### config.mk
export PLATFORM = sky130hd
export DESIGN_NAME = load_sequencer_flat
export DESIGN_NICKNAME = d
export VERILOG_FILES = /design/src/rtl/load_sequencer_if.sv /design/src/rtl/load_sequencer.sv /design/src/flat_wrapper.sv
export SDC_FILE = /design/constraint.sdc
export NUM_CORES = 1
export LEC_CHECK = 0
export ABC_AREA = 1
export CORE_UTILIZATION = 46
export DETAILED_ROUTE_END_ITERATION = 8
export PLACE_DENSITY = 0.82
export SLEW_MARGIN = 10
export SYNTH_ARGS = -nofsm -noshare
export SYNTH_HDL_FRONTEND = slang
export SYNTH_SLANG_ARGS = --single-unit
### constraint.sdc
create_clock -name clk -period 1.85 [get_ports clk]
set_input_delay 0.37 -clock clk [delete_from_list [all_inputs] [get_ports clk]]
set_output_delay 0.37 -clock clk [all_outputs]
set_load 0.01 [all_outputs]
### src/rtl/load_sequencer_if.sv
// AXI-stream slave bundle carrying DMA MM2S beats into load_sequencer.
interface load_sequencer_if #(
    parameter int unsigned DATA_W = 32
) ();
    logic [DATA_W-1:0] tdata;
    logic              tvalid;
    logic              tready;
    logic              tlast;

    modport master (output tdata, output tvalid, output tlast, input  tready);
    modport slave  (input  tdata, input  tvalid, input  tlast, output tready);
endinterface

### src/rtl/load_sequencer.sv
// Mode-driven sequencer: steers DMA beats into param/image buffers and launches the accelerator.
// Optional macro LOAD_TLAST_CHECK_EN enables tlast framing checks with a sticky o_err.
module load_sequencer #(
    parameter int unsigned DATA_W      = 32,
    parameter int unsigned PARAM_DEPTH = 256,
    parameter int unsigned IMAGE_DEPTH = 1024,
    parameter int unsigned ADDR_W      = 10
) (
    input  logic              clk,
    input  logic              rstn,
    input  logic [1:0]        i_state,
    output logic              o_state_cnvt,
    load_sequencer_if.slave   s_axis,
    output logic              o_param_we,
    output logic [ADDR_W-1:0] o_param_addr,
    output logic [DATA_W-1:0] o_param_wdata,
    output logic              o_img_we,
    output logic [ADDR_W-1:0] o_img_addr,
    output logic [DATA_W-1:0] o_img_wdata,
    output logic              o_accel_start,
    input  logic              i_accel_done,
    output logic              o_busy,
    output logic              o_err
);
    localparam int unsigned      CNT_W      = ADDR_W + 1;
    localparam logic [CNT_W-1:0] PARAM_LAST = CNT_W'(PARAM_DEPTH - 1);
    localparam logic [CNT_W-1:0] IMAGE_LAST = CNT_W'(IMAGE_DEPTH - 1);

    localparam logic [1:0] MODE_IDLE  = 2'd0;
    localparam logic [1:0] MODE_PARAM = 2'd1;
    localparam logic [1:0] MODE_IMAGE = 2'd2;
    localparam logic [1:0] MODE_ACCEL = 2'd3;

    typedef enum logic [2:0] {
        S_IDLE,
        S_PARAM,
        S_IMAGE,
        S_ACCEL,
        S_DONE
    } state_t;

    state_t           state;
    state_t           state_nxt;
    logic [CNT_W-1:0] cnt;
    logic [CNT_W-1:0] cnt_nxt;
    logic             load_c;
    logic             beat_c;
    logic             last_c;
    logic             trunc_c;
    logic             start_c;

    assign load_c        = (state == S_PARAM) || (state == S_IMAGE);
    assign beat_c        = s_axis.tvalid && load_c;
    assign last_c        = (state == S_PARAM) ? (cnt == PARAM_LAST) : (cnt == IMAGE_LAST);
    assign s_axis.tready = load_c;

    // State and beat counter
    always_ff @(posedge clk) begin
        if (!rstn) begin
            state <= S_IDLE;
            cnt   <= '0;
        end else begin
            state <= state_nxt;
            cnt   <= cnt_nxt;
        end
    end

    // Next state; completion on the final (or truncating) beat wins over abort
    always_comb begin
        state_nxt = state;
        cnt_nxt   = cnt;
        start_c   = 1'b0;
        case (state)
            S_IDLE: begin
                case (i_state)
                    MODE_PARAM: begin
                        state_nxt = S_PARAM;
                        cnt_nxt   = '0;
                    end
                    MODE_IMAGE: begin
                        state_nxt = S_IMAGE;
                        cnt_nxt   = '0;
                    end
                    MODE_ACCEL: begin
                        state_nxt = S_ACCEL;
                        start_c   = 1'b1;
                    end
                    default: state_nxt = S_IDLE;
                endcase
            end
            S_PARAM, S_IMAGE: begin
                if (beat_c) begin
                    cnt_nxt = cnt + CNT_W'(1);
                end
                if (beat_c && (last_c || trunc_c)) begin
                    state_nxt = S_DONE;
                end else if (i_state == MODE_IDLE) begin
                    state_nxt = S_IDLE;
                    cnt_nxt   = '0;
                end
            end
            S_ACCEL: begin
                if (i_accel_done) begin
                    state_nxt = S_DONE;
                end else if (i_state == MODE_IDLE) begin
                    state_nxt = S_IDLE;
                end
            end
            S_DONE: begin
                if (i_state == MODE_IDLE) begin
                    state_nxt = S_IDLE;
                end
            end
            default: state_nxt = S_IDLE;
        endcase
    end

    // Registered buffer writes and handshakes
    always_ff @(posedge clk) begin
        if (!rstn) begin
            o_param_we    <= 1'b0;
            o_param_addr  <= '0;
            o_param_wdata <= '0;
            o_img_we      <= 1'b0;
            o_img_addr    <= '0;
            o_img_wdata   <= '0;
            o_accel_start <= 1'b0;
            o_state_cnvt  <= 1'b0;
            o_busy        <= 1'b0;
        end else begin
            o_param_we    <= beat_c && (state == S_PARAM);
            o_img_we      <= beat_c && (state == S_IMAGE);
            if (beat_c && (state == S_PARAM)) begin
                o_param_addr  <= cnt[ADDR_W-1:0];
                o_param_wdata <= s_axis.tdata;
            end
            if (beat_c && (state == S_IMAGE)) begin
                o_img_addr  <= cnt[ADDR_W-1:0];
                o_img_wdata <= s_axis.tdata;
            end
            o_accel_start <= start_c;
            o_state_cnvt  <= (state_nxt == S_DONE);
            o_busy        <= (state_nxt != S_IDLE);
        end
    end

`ifdef LOAD_TLAST_CHECK_EN
    // Early tlast truncates the load; any tlast/position disagreement is sticky
    assign trunc_c = beat_c && s_axis.tlast && !last_c;

    always_ff @(posedge clk) begin
        if (!rstn) begin
            o_err <= 1'b0;
        end else if (beat_c && (s_axis.tlast != last_c)) begin
            o_err <= 1'b1;
        end
    end
`else
    logic unused_tlast;

    assign trunc_c      = 1'b0;
    assign unused_tlast = s_axis.tlast;
    assign o_err        = 1'b0;
`endif

endmodule

### src/flat_wrapper.sv
// flat-port wrapper written by rule: the top's interface ports become plain ports
module load_sequencer_flat 
#(
    parameter int unsigned DATA_W      = 32,
    parameter int unsigned PARAM_DEPTH = 256,
    parameter int unsigned IMAGE_DEPTH = 1024,
    parameter int unsigned ADDR_W      = 10
)
  (clk, rstn, i_state, o_state_cnvt, o_param_we, o_param_addr, o_param_wdata, o_img_we, o_img_addr, o_img_wdata, o_accel_start, i_accel_done, o_busy, o_err, s_axis_tdata, s_axis_tvalid, s_axis_tlast, s_axis_tready);
  load_sequencer_if #(.DATA_W(DATA_W)) s_axis_i ();
  input  logic clk;
  input  logic rstn;
  input  logic [1:0] i_state;
  output logic o_state_cnvt;
  output logic o_param_we;
  output logic [ADDR_W-1:0] o_param_addr;
  output logic [DATA_W-1:0] o_param_wdata;
  output logic o_img_we;
  output logic [ADDR_W-1:0] o_img_addr;
  output logic [DATA_W-1:0] o_img_wdata;
  output logic o_accel_start;
  input  logic i_accel_done;
  output logic o_busy;
  output logic o_err;
  input wire logic [$bits(s_axis_i.tdata)-1:0] s_axis_tdata;
  input wire logic [$bits(s_axis_i.tvalid)-1:0] s_axis_tvalid;
  input wire logic [$bits(s_axis_i.tlast)-1:0] s_axis_tlast;
  output wire logic [$bits(s_axis_i.tready)-1:0] s_axis_tready;
  assign s_axis_i.tdata = s_axis_tdata;
  assign s_axis_i.tvalid = s_axis_tvalid;
  assign s_axis_i.tlast = s_axis_tlast;
  assign s_axis_tready = s_axis_i.tready;
  load_sequencer #(.DATA_W(DATA_W), .PARAM_DEPTH(PARAM_DEPTH), .IMAGE_DEPTH(IMAGE_DEPTH), .ADDR_W(ADDR_W)) u_core (.clk(clk), .rstn(rstn), .i_state(i_state), .o_state_cnvt(o_state_cnvt), .s_axis(s_axis_i), .o_param_we(o_param_we), .o_param_addr(o_param_addr), .o_param_wdata(o_param_wdata), .o_img_we(o_img_we), .o_img_addr(o_img_addr), .o_img_wdata(o_img_wdata), .o_accel_start(o_accel_start), .i_accel_done(i_accel_done), .o_busy(o_busy), .o_err(o_err));
endmodule
==> results.yml, run 1 <==
status:
  status: "finished clean"
job:
  cap_violations: 0
global_route:
  antenna_found_initial: 0
  grt.total_usage: 0.239
  overflow: 0
  largest_net_degree_at_the_start_of_global_routing: 50
  grt_pass1_vias: 3683
  grt_pass1_wl_um: 16700
logic_synthesis:
  ys.flop_type: "sky130_fd_sc_hd__dfxtp_1"
  yosysMostFrequentCell: "sky130_fd_sc_hd__nor2_1"
  synthesis.area_um2: 3970
  synth_sequential_area_ratio: 0.519
  yosys_warnings: 0
  synth_cell_type_count: 30
  synth_common_cells: "sky130_fd_sc_hd__nor2_1, sky130_fd_sc_hd__dfxtp_1, sky130_fd_sc_hd__o21ai_0"
  synth.avg_cell_area_um2: 7.80
  netlist_top_cells_area: "sky130_fd_sc_hd__dfxtp_1, sky130_fd_sc_hd__nor2_1, sky130_fd_sc_hd__o21ai_0"
  ys_async_sr_fraction: 0
  netlist.top_cell.by_area: "sky130_fd_sc_hd__dfxtp_1"
  gate_count_of_the_mapped_netlist: 509
  synth.top_cell.area_share: 0.519
  syn_nets: 553
  synth-edff-count: 0
  postSynthRegisterBits: 103
routing:
  met3_wirelength_um: 928
  ant_nets: 0
  detail_route.iter0.violations: 148
  vias: 3782
  drt_wl_total_um: 10200
  viasPerCell: 5.04
  wirelength_met1_um: 4000
  routed_wire_length_per_instance_um: 13.6
  route.met2.wl_um: 5140
  top_layer_used: "met4"
  remaining_drc_errors: 0
  detailedRoute.firstPassIterationCount: 4
hold_path:
  min-delay-path-class: "input pin to flop"
timing:
  fin_setup_tns_ns: 0
  slew_violations: 0
  timing.final.crit_period_ns: 1.68
  rsz0062_at_grt: "false"
  hold_slack_ns: 0.366
  maximum_clock_frequency_mhz: 596
  setup_viol: 0
  hold_violations: 0
  post-route-period-util: 0.907
  finClkSkew_ns: 0.00807
die:
  initial_core_util: 0.478
  chipWidth_um: 94.9
  die_area_um2: 9010
  io-pin-count: 130
  core_area_um2: 8300
  die_height_um: 94.9
  core.rowCount: 33
worst_setup_path:
  required_ns: 2.11
  crit_arrival_ns: 1.94
  worstSetupPathType: "flop to flop"
  setup.worst_path.end_class: "flop"
  worstPathMaxFanout: 11
  rrSetupSlack_ns: 0.17
  cp-start-kind: "flop"
pwr:
  p_comb_frac: 0.164
  net-switching-power_mw: 1.18
  power_mw: 4.70
  power-per-cell-area_nw_per_um2: 829
  intPower_mw: 3.52
  leak_nw: 2.28
  switching_share: 0.252
  power_frac_seq: 0.509
  clock_power_share: 0.327
  ir_drop_uv: 778
finish:
  finish.net_count: 685
  layout-area-overhead-vs-synth_pct: 42.9
  layout.cells.non_filler: 750
  layout_cell_share_with_drive_strength_beyond_1: 0.0961
  fin_area_um2: 5670
  filler_cell_count: 684
  insertedDiodeCount: 0
clocking:
  worstSkewPairLatency_ns: 0.35
  tritoncts.num_buffers: 9
  clock_tree_from_tritoncts: "built"
  cts.reportedPaths.clkPinSlew_ns: 0.10
  cts.htree.levels: 3
  clkSinkCount: 103
  cts_max_path_buffers: 2
  root_buffer: "sky130_fd_sc_hd__clkbuf_8"
place:
  port_buffers: 127
  total_placed_cells_including_tap_cells: 734
  placement.cell_area_um2: 5440
  dp_hpwl_um: 7390
  routabilityCongestion: 0.879
critical path, cell delays in order (launching register included):
cell and delay [ns]:
sky130_fd_sc_hd__dfxtp_2 0.36, sky130_fd_sc_hd__nand2_2 0.10, sky130_fd_sc_hd__nand2_4 0.07, sky130_fd_sc_hd__nor2_8 0.10
sky130_fd_sc_hd__buf_4 0.20, sky130_fd_sc_hd__nand2_2 0.12, sky130_fd_sc_hd__nor2_1 0.18, sky130_fd_sc_hd__nand4_1 0.14
sky130_fd_sc_hd__nor2_1 0.12, sky130_fd_sc_hd__nor2_1 0.05, sky130_fd_sc_hd__nor2_1 0.08, sky130_fd_sc_hd__nor2_1 0.04
metrics by stage:
stage | worst slack, ns | util
floorplan | 0.385 | -
global placement | -0.0699 | 0.656
detailed placement | -0.154 | 0.656
CTS | 0.157 | 0.683
global route | 0.00575 | 0.683
finish | 0.171 | 0.683
layout make-up:
cell class / instances / area [um2] / share of cell area
Clock buffer: 10 / 138 / 0.0243
Tap cell: 105 / 131 / 0.0232
Clock inverter: 5 / 81.3 / 0.0143
Inverter: 28 / 105 / 0.0185
Timing Repair Buffer: 150 / 1480 / 0.260
Sequential cell: 103 / 2060 / 0.364
Multi-Input combinational cell: 349 / 1680 / 0.296
what timing repair did:
action | in CTS | in global routing
hold buffers | 0 | 0
endpoints found under the setup margin | 1 | 0
resized for setup | 3 | 0
setup buffers | 1 | 0
endpoints found under the hold margin | 0 | 0
layer usage:
metal,vias to the layer above,track usage
met2,126,0.414
met4,0,0.0745
li1,1893,-
met5,-,0
met3,11,0.113
met1,1752,0.257
power by group through the flow:
| stage | sequential [mW] | combinational [mW] | clock, mW |
|---|---|---|---|
| after floorplan | 2.49 | 0.304 | 0 |
| after global placement | 2.44 | 0.753 | 0 |
| after detailed placement | 2.44 | 0.771 | 0 |
| after CTS | 2.39 | 0.775 | 1.57 |
| after global routing | 2.40 | 0.849 | 1.67 |
| final | 2.39 | 0.771 | 1.54 |
cells by family after synthesis:
kind of cell,synth area share
compound gates,0.149
xor+xnor,0.0154
fa+ha+maj,0.0158
buf+inv,0.0583
flops,0.519
other cells,0.000945
simple gates,0.241
state kept, by name, summed over array words and instances, names as in the netlist, 3 cells and up:
signal and count:
u_core.o_param_addr 10, u_core.o_img_wdata 32, u_core.state 3, u_core.cnt 11
u_core.o_img_addr 10, u_core.o_param_wdata 32
worst paths after layout:
path | from | to | depth (start not counted)
worst max-delay path | u_core.state[1] | u_core.cnt[9] | 11
worst min-delay path | rstn | u_core.o_img_wdata[3] | 3
worst max register to register | u_core.state[1] | u_core.cnt[9] | 11
worst min register to register | u_core.o_img_wdata[15] | u_core.o_img_wdata[15] | 2
placed cells by master (no fill, tap or decap), types with 2 or more instances in the layout:
| cell type | n |
|---|---|
| sky130_fd_sc_hd__a21oi_1 | 23 |
| sky130_fd_sc_hd__buf_12 | 3 |
| sky130_fd_sc_hd__buf_4 | 20 |
| sky130_fd_sc_hd__bufinv_16 | 2 |
| sky130_fd_sc_hd__clkbuf_8 | 10 |
| sky130_fd_sc_hd__clkdlybuf4s50_1 | 125 |
| sky130_fd_sc_hd__dfxtp_1 | 101 |
| sky130_fd_sc_hd__dfxtp_2 | 2 |
| sky130_fd_sc_hd__ha_1 | 5 |
| sky130_fd_sc_hd__inv_1 | 24 |
| sky130_fd_sc_hd__inv_2 | 3 |
| sky130_fd_sc_hd__nand2_1 | 24 |
| sky130_fd_sc_hd__nand2_2 | 6 |
| sky130_fd_sc_hd__nand3_1 | 18 |
| sky130_fd_sc_hd__nand3_2 | 2 |
| sky130_fd_sc_hd__nand4_1 | 2 |
| sky130_fd_sc_hd__nor2_1 | 159 |
| sky130_fd_sc_hd__nor2_2 | 2 |
| sky130_fd_sc_hd__nor2_4 | 4 |
| sky130_fd_sc_hd__o211ai_1 | 2 |
| sky130_fd_sc_hd__o21ai_0 | 87 |
| sky130_fd_sc_hd__xor2_1 | 6 |
Note: power is estimated with default switching activity, not from simulation.
==> run 2: changes to the inputs <==
CTS_CLUSTER_DIAMETER = 100   (was default)
SKIP_LAST_GASP = 1   (was default)
==> results of run 2 <==
No change in the layout: final DEF, timing and power equal those of run 1.
==> run 3: changes to the inputs <==
ABC_CLOCK_PERIOD_IN_PS = 1850   (was default)
CTS_CLUSTER_DIAMETER = 30   (was 100)
MAX_ROUTING_LAYER = met4   (was default)
==> run 3 against run 2 <==
Net effect:
- fmax grew 1.6%
- sequential share of layout area down 0.20 points
- register-to-register slack better by 0.03 ns
- sequential power about the same
- critical path type is now flop to output port
- critical path depth shrank 10
- largest cell class unchanged
- first-iteration DRC count is 19% higher
==> results.yml, run 3 (synthesis results as in run 1) <==
pwr:
  ir_drop_uv: 604
  power-per-cell-area_nw_per_um2: 846
  leak_nw: 2.30
  power_mw: 4.83
clocking:
  tritoncts.num_buffers: 9
  root_buffer: "sky130_fd_sc_hd__clkbuf_8"
  clock_tree_from_tritoncts: "built"
  clkSinkCount: 103
  worstSkewPairLatency_ns: 0.36
  cts_max_path_buffers: 2
  cts.htree.levels: 3
  cts.reportedPaths.clkPinSlew_ns: 0.09
  cts-hold-fix-buffers: 0
place:
  dp_hpwl_um: 7220
  port_buffers: 127
  post-place-ws_ns: -0.159
  routabilityCongestion: 0.902
  placement.cell_area_um2: 5450
timing:
  hold_violations: 0
  slew_violations: 0
  hold_slack_ns: 0.477
  timing.final.crit_period_ns: 1.65
  maximum_clock_frequency_mhz: 605
  rsz0062_at_grt: "false"
  fin_setup_tns_ns: 0
  setup_viol: 0
  finClkSkew_ns: 0.0143
  postLayoutSetupSlackWorst_ns: 0.197
  post-route-period-util: 0.893
finish:
  finish.net_count: 686
  biggestRegsByFlops: "u_core.o_img_wdata: 32 flops, u_core.o_param_wdata: 32 flops, u_core.cnt: 11 flops"
  layout_cell_share_with_drive_strength_beyond_1: 0.101
  final_common_cell: "sky130_fd_sc_hd__nor2_1"
  layout-area-overhead-vs-synth_pct: 43.8
  insertedDiodeCount: 0
  final_cell_mix: "sky130_fd_sc_hd__nor2_1, sky130_fd_sc_hd__clkdlybuf4s50_1, sky130_fd_sc_hd__dfxtp_1, sky130_fd_sc_hd__o21ai_0"
  fin_area_um2: 5710
worst_setup_path:
  crit_path_start: "u_core.o_param_wdata[20]"
  worstPathMaxFanout: 2
  crit_arrival_ns: 1.28
  rr_startpoint: "u_core.state[1]"
  critical_path.top_delay_family: "buffers and inverters"
  cp-start-kind: "flop"
  worstSetupPathType: "flop to output port"
  worst-path-buf-inv: 1
  setup.worst_path.end_class: "output port"
  required_ns: 1.48
  critical_path.max_stage_delay_ns: 0.59
  cp_cell_sequence: "clkdlybuf4s50_1"
  critical_path.slowest_cell: "sky130_fd_sc_hd__clkdlybuf4s50_1"
hold_path:
  worstHoldStart: "rstn"
  min-delay-path-class: "input pin to flop"
die:
  die_height_um: 94.9
  io-pin-count: 130
  core_area_um2: 8300
  initial_core_util: 0.478
  core.rowCount: 33
  chipWidth_um: 94.9
  die_area_um2: 9010
routing:
  met3_wirelength_um: 895
  remaining_drc_errors: 0
  viasPerCell: 5.04
  detail_route.iter0.violations: 176
  wirelength_met1_um: 4180
  top_layer_used: "met4"
  drt_wl_total_um: 10100
  vias: 3785
  detailedRoute.firstPassIterationCount: 4
  route.met2.wl_um: 4910
  ant_nets: 0
  routed_wire_length_per_instance_um: 13.5
global_route:
  grt_pass1_wl_um: 16800
  overflow: 0
  grt.total_usage: 0.247
  grt_pass1_vias: 3677
  largest_net_degree_at_the_start_of_global_routing: 52
  antenna_found_initial: 0
job:
  cap_violations: 0
status:
  status: "finished clean"
[run 3: repair_timing]
action,4_1_cts,5_1_grt
resized for setup,3,3
buffers inserted,1,0
pin swaps,1,0
endpoints found under the setup margin,1,5
[run 3: power by group]
part | internal [mW] | switching (mW)
clock | 0.931 | 0.741
sequential | 2.33 | 0.0620
combinational | 0.390 | 0.377
total | 3.65 | 1.18
[run 3: final timing paths]
| check | slack (ns) | cells after the start | endpoint |
|---|---|---|---|
| setup / recovery | 0.20 | 1 | o_param_wdata[20] |
| hold / removal | 0.48 | 3 | u_core.cnt[9] |
| hold reg to reg | 0.49 | 2 | u_core.o_img_wdata[27] |
| setup reg to reg | 0.20 | 12 | u_core.cnt[0] |
[run 3: cell type report]
class,count,area (um2)
well taps,105,131
multi-input cells,349,1680
clock buffers,10,138
repair buffers,151,1480
flip-flops and latches,103,2070
clock inverters,5,104
fillers,658,2590
inverters,28,105
[run 3: layer usage]
layer / vias up / global-route usage
met4: 0 / 0.0732
met5: - / -
met3: 11 / 0.103
met1: 1757 / 0.274
li1: 1897 / -
met2: 120 / 0.404
[run 3: through the flow]
step	instances	util
6_report	751	0.688
5_1_grt	751	0.688
4_1_cts	751	0.687
3_5_place_dp	735	0.657
3_3_place_gp	735	0.657
2_1_floorplan	509	-
[run 3: worst reg2reg max path, cell delays in order (launching register included)]
cell,delay [ns]
sky130_fd_sc_hd__dfxtp_2,0.36
sky130_fd_sc_hd__nand2_2,0.10
sky130_fd_sc_hd__nand2_4,0.07
sky130_fd_sc_hd__nor2_8,0.10
sky130_fd_sc_hd__buf_4,0.20
sky130_fd_sc_hd__nand2_2,0.12
sky130_fd_sc_hd__nor2_4,0.11
sky130_fd_sc_hd__nand3_2,0.11
sky130_fd_sc_hd__nand2_4,0.11
sky130_fd_sc_hd__nand2_2,0.07
sky130_fd_sc_hd__nand2_2,0.06
sky130_fd_sc_hd__nand2_2,0.08
sky130_fd_sc_hd__nor2_1,0.12
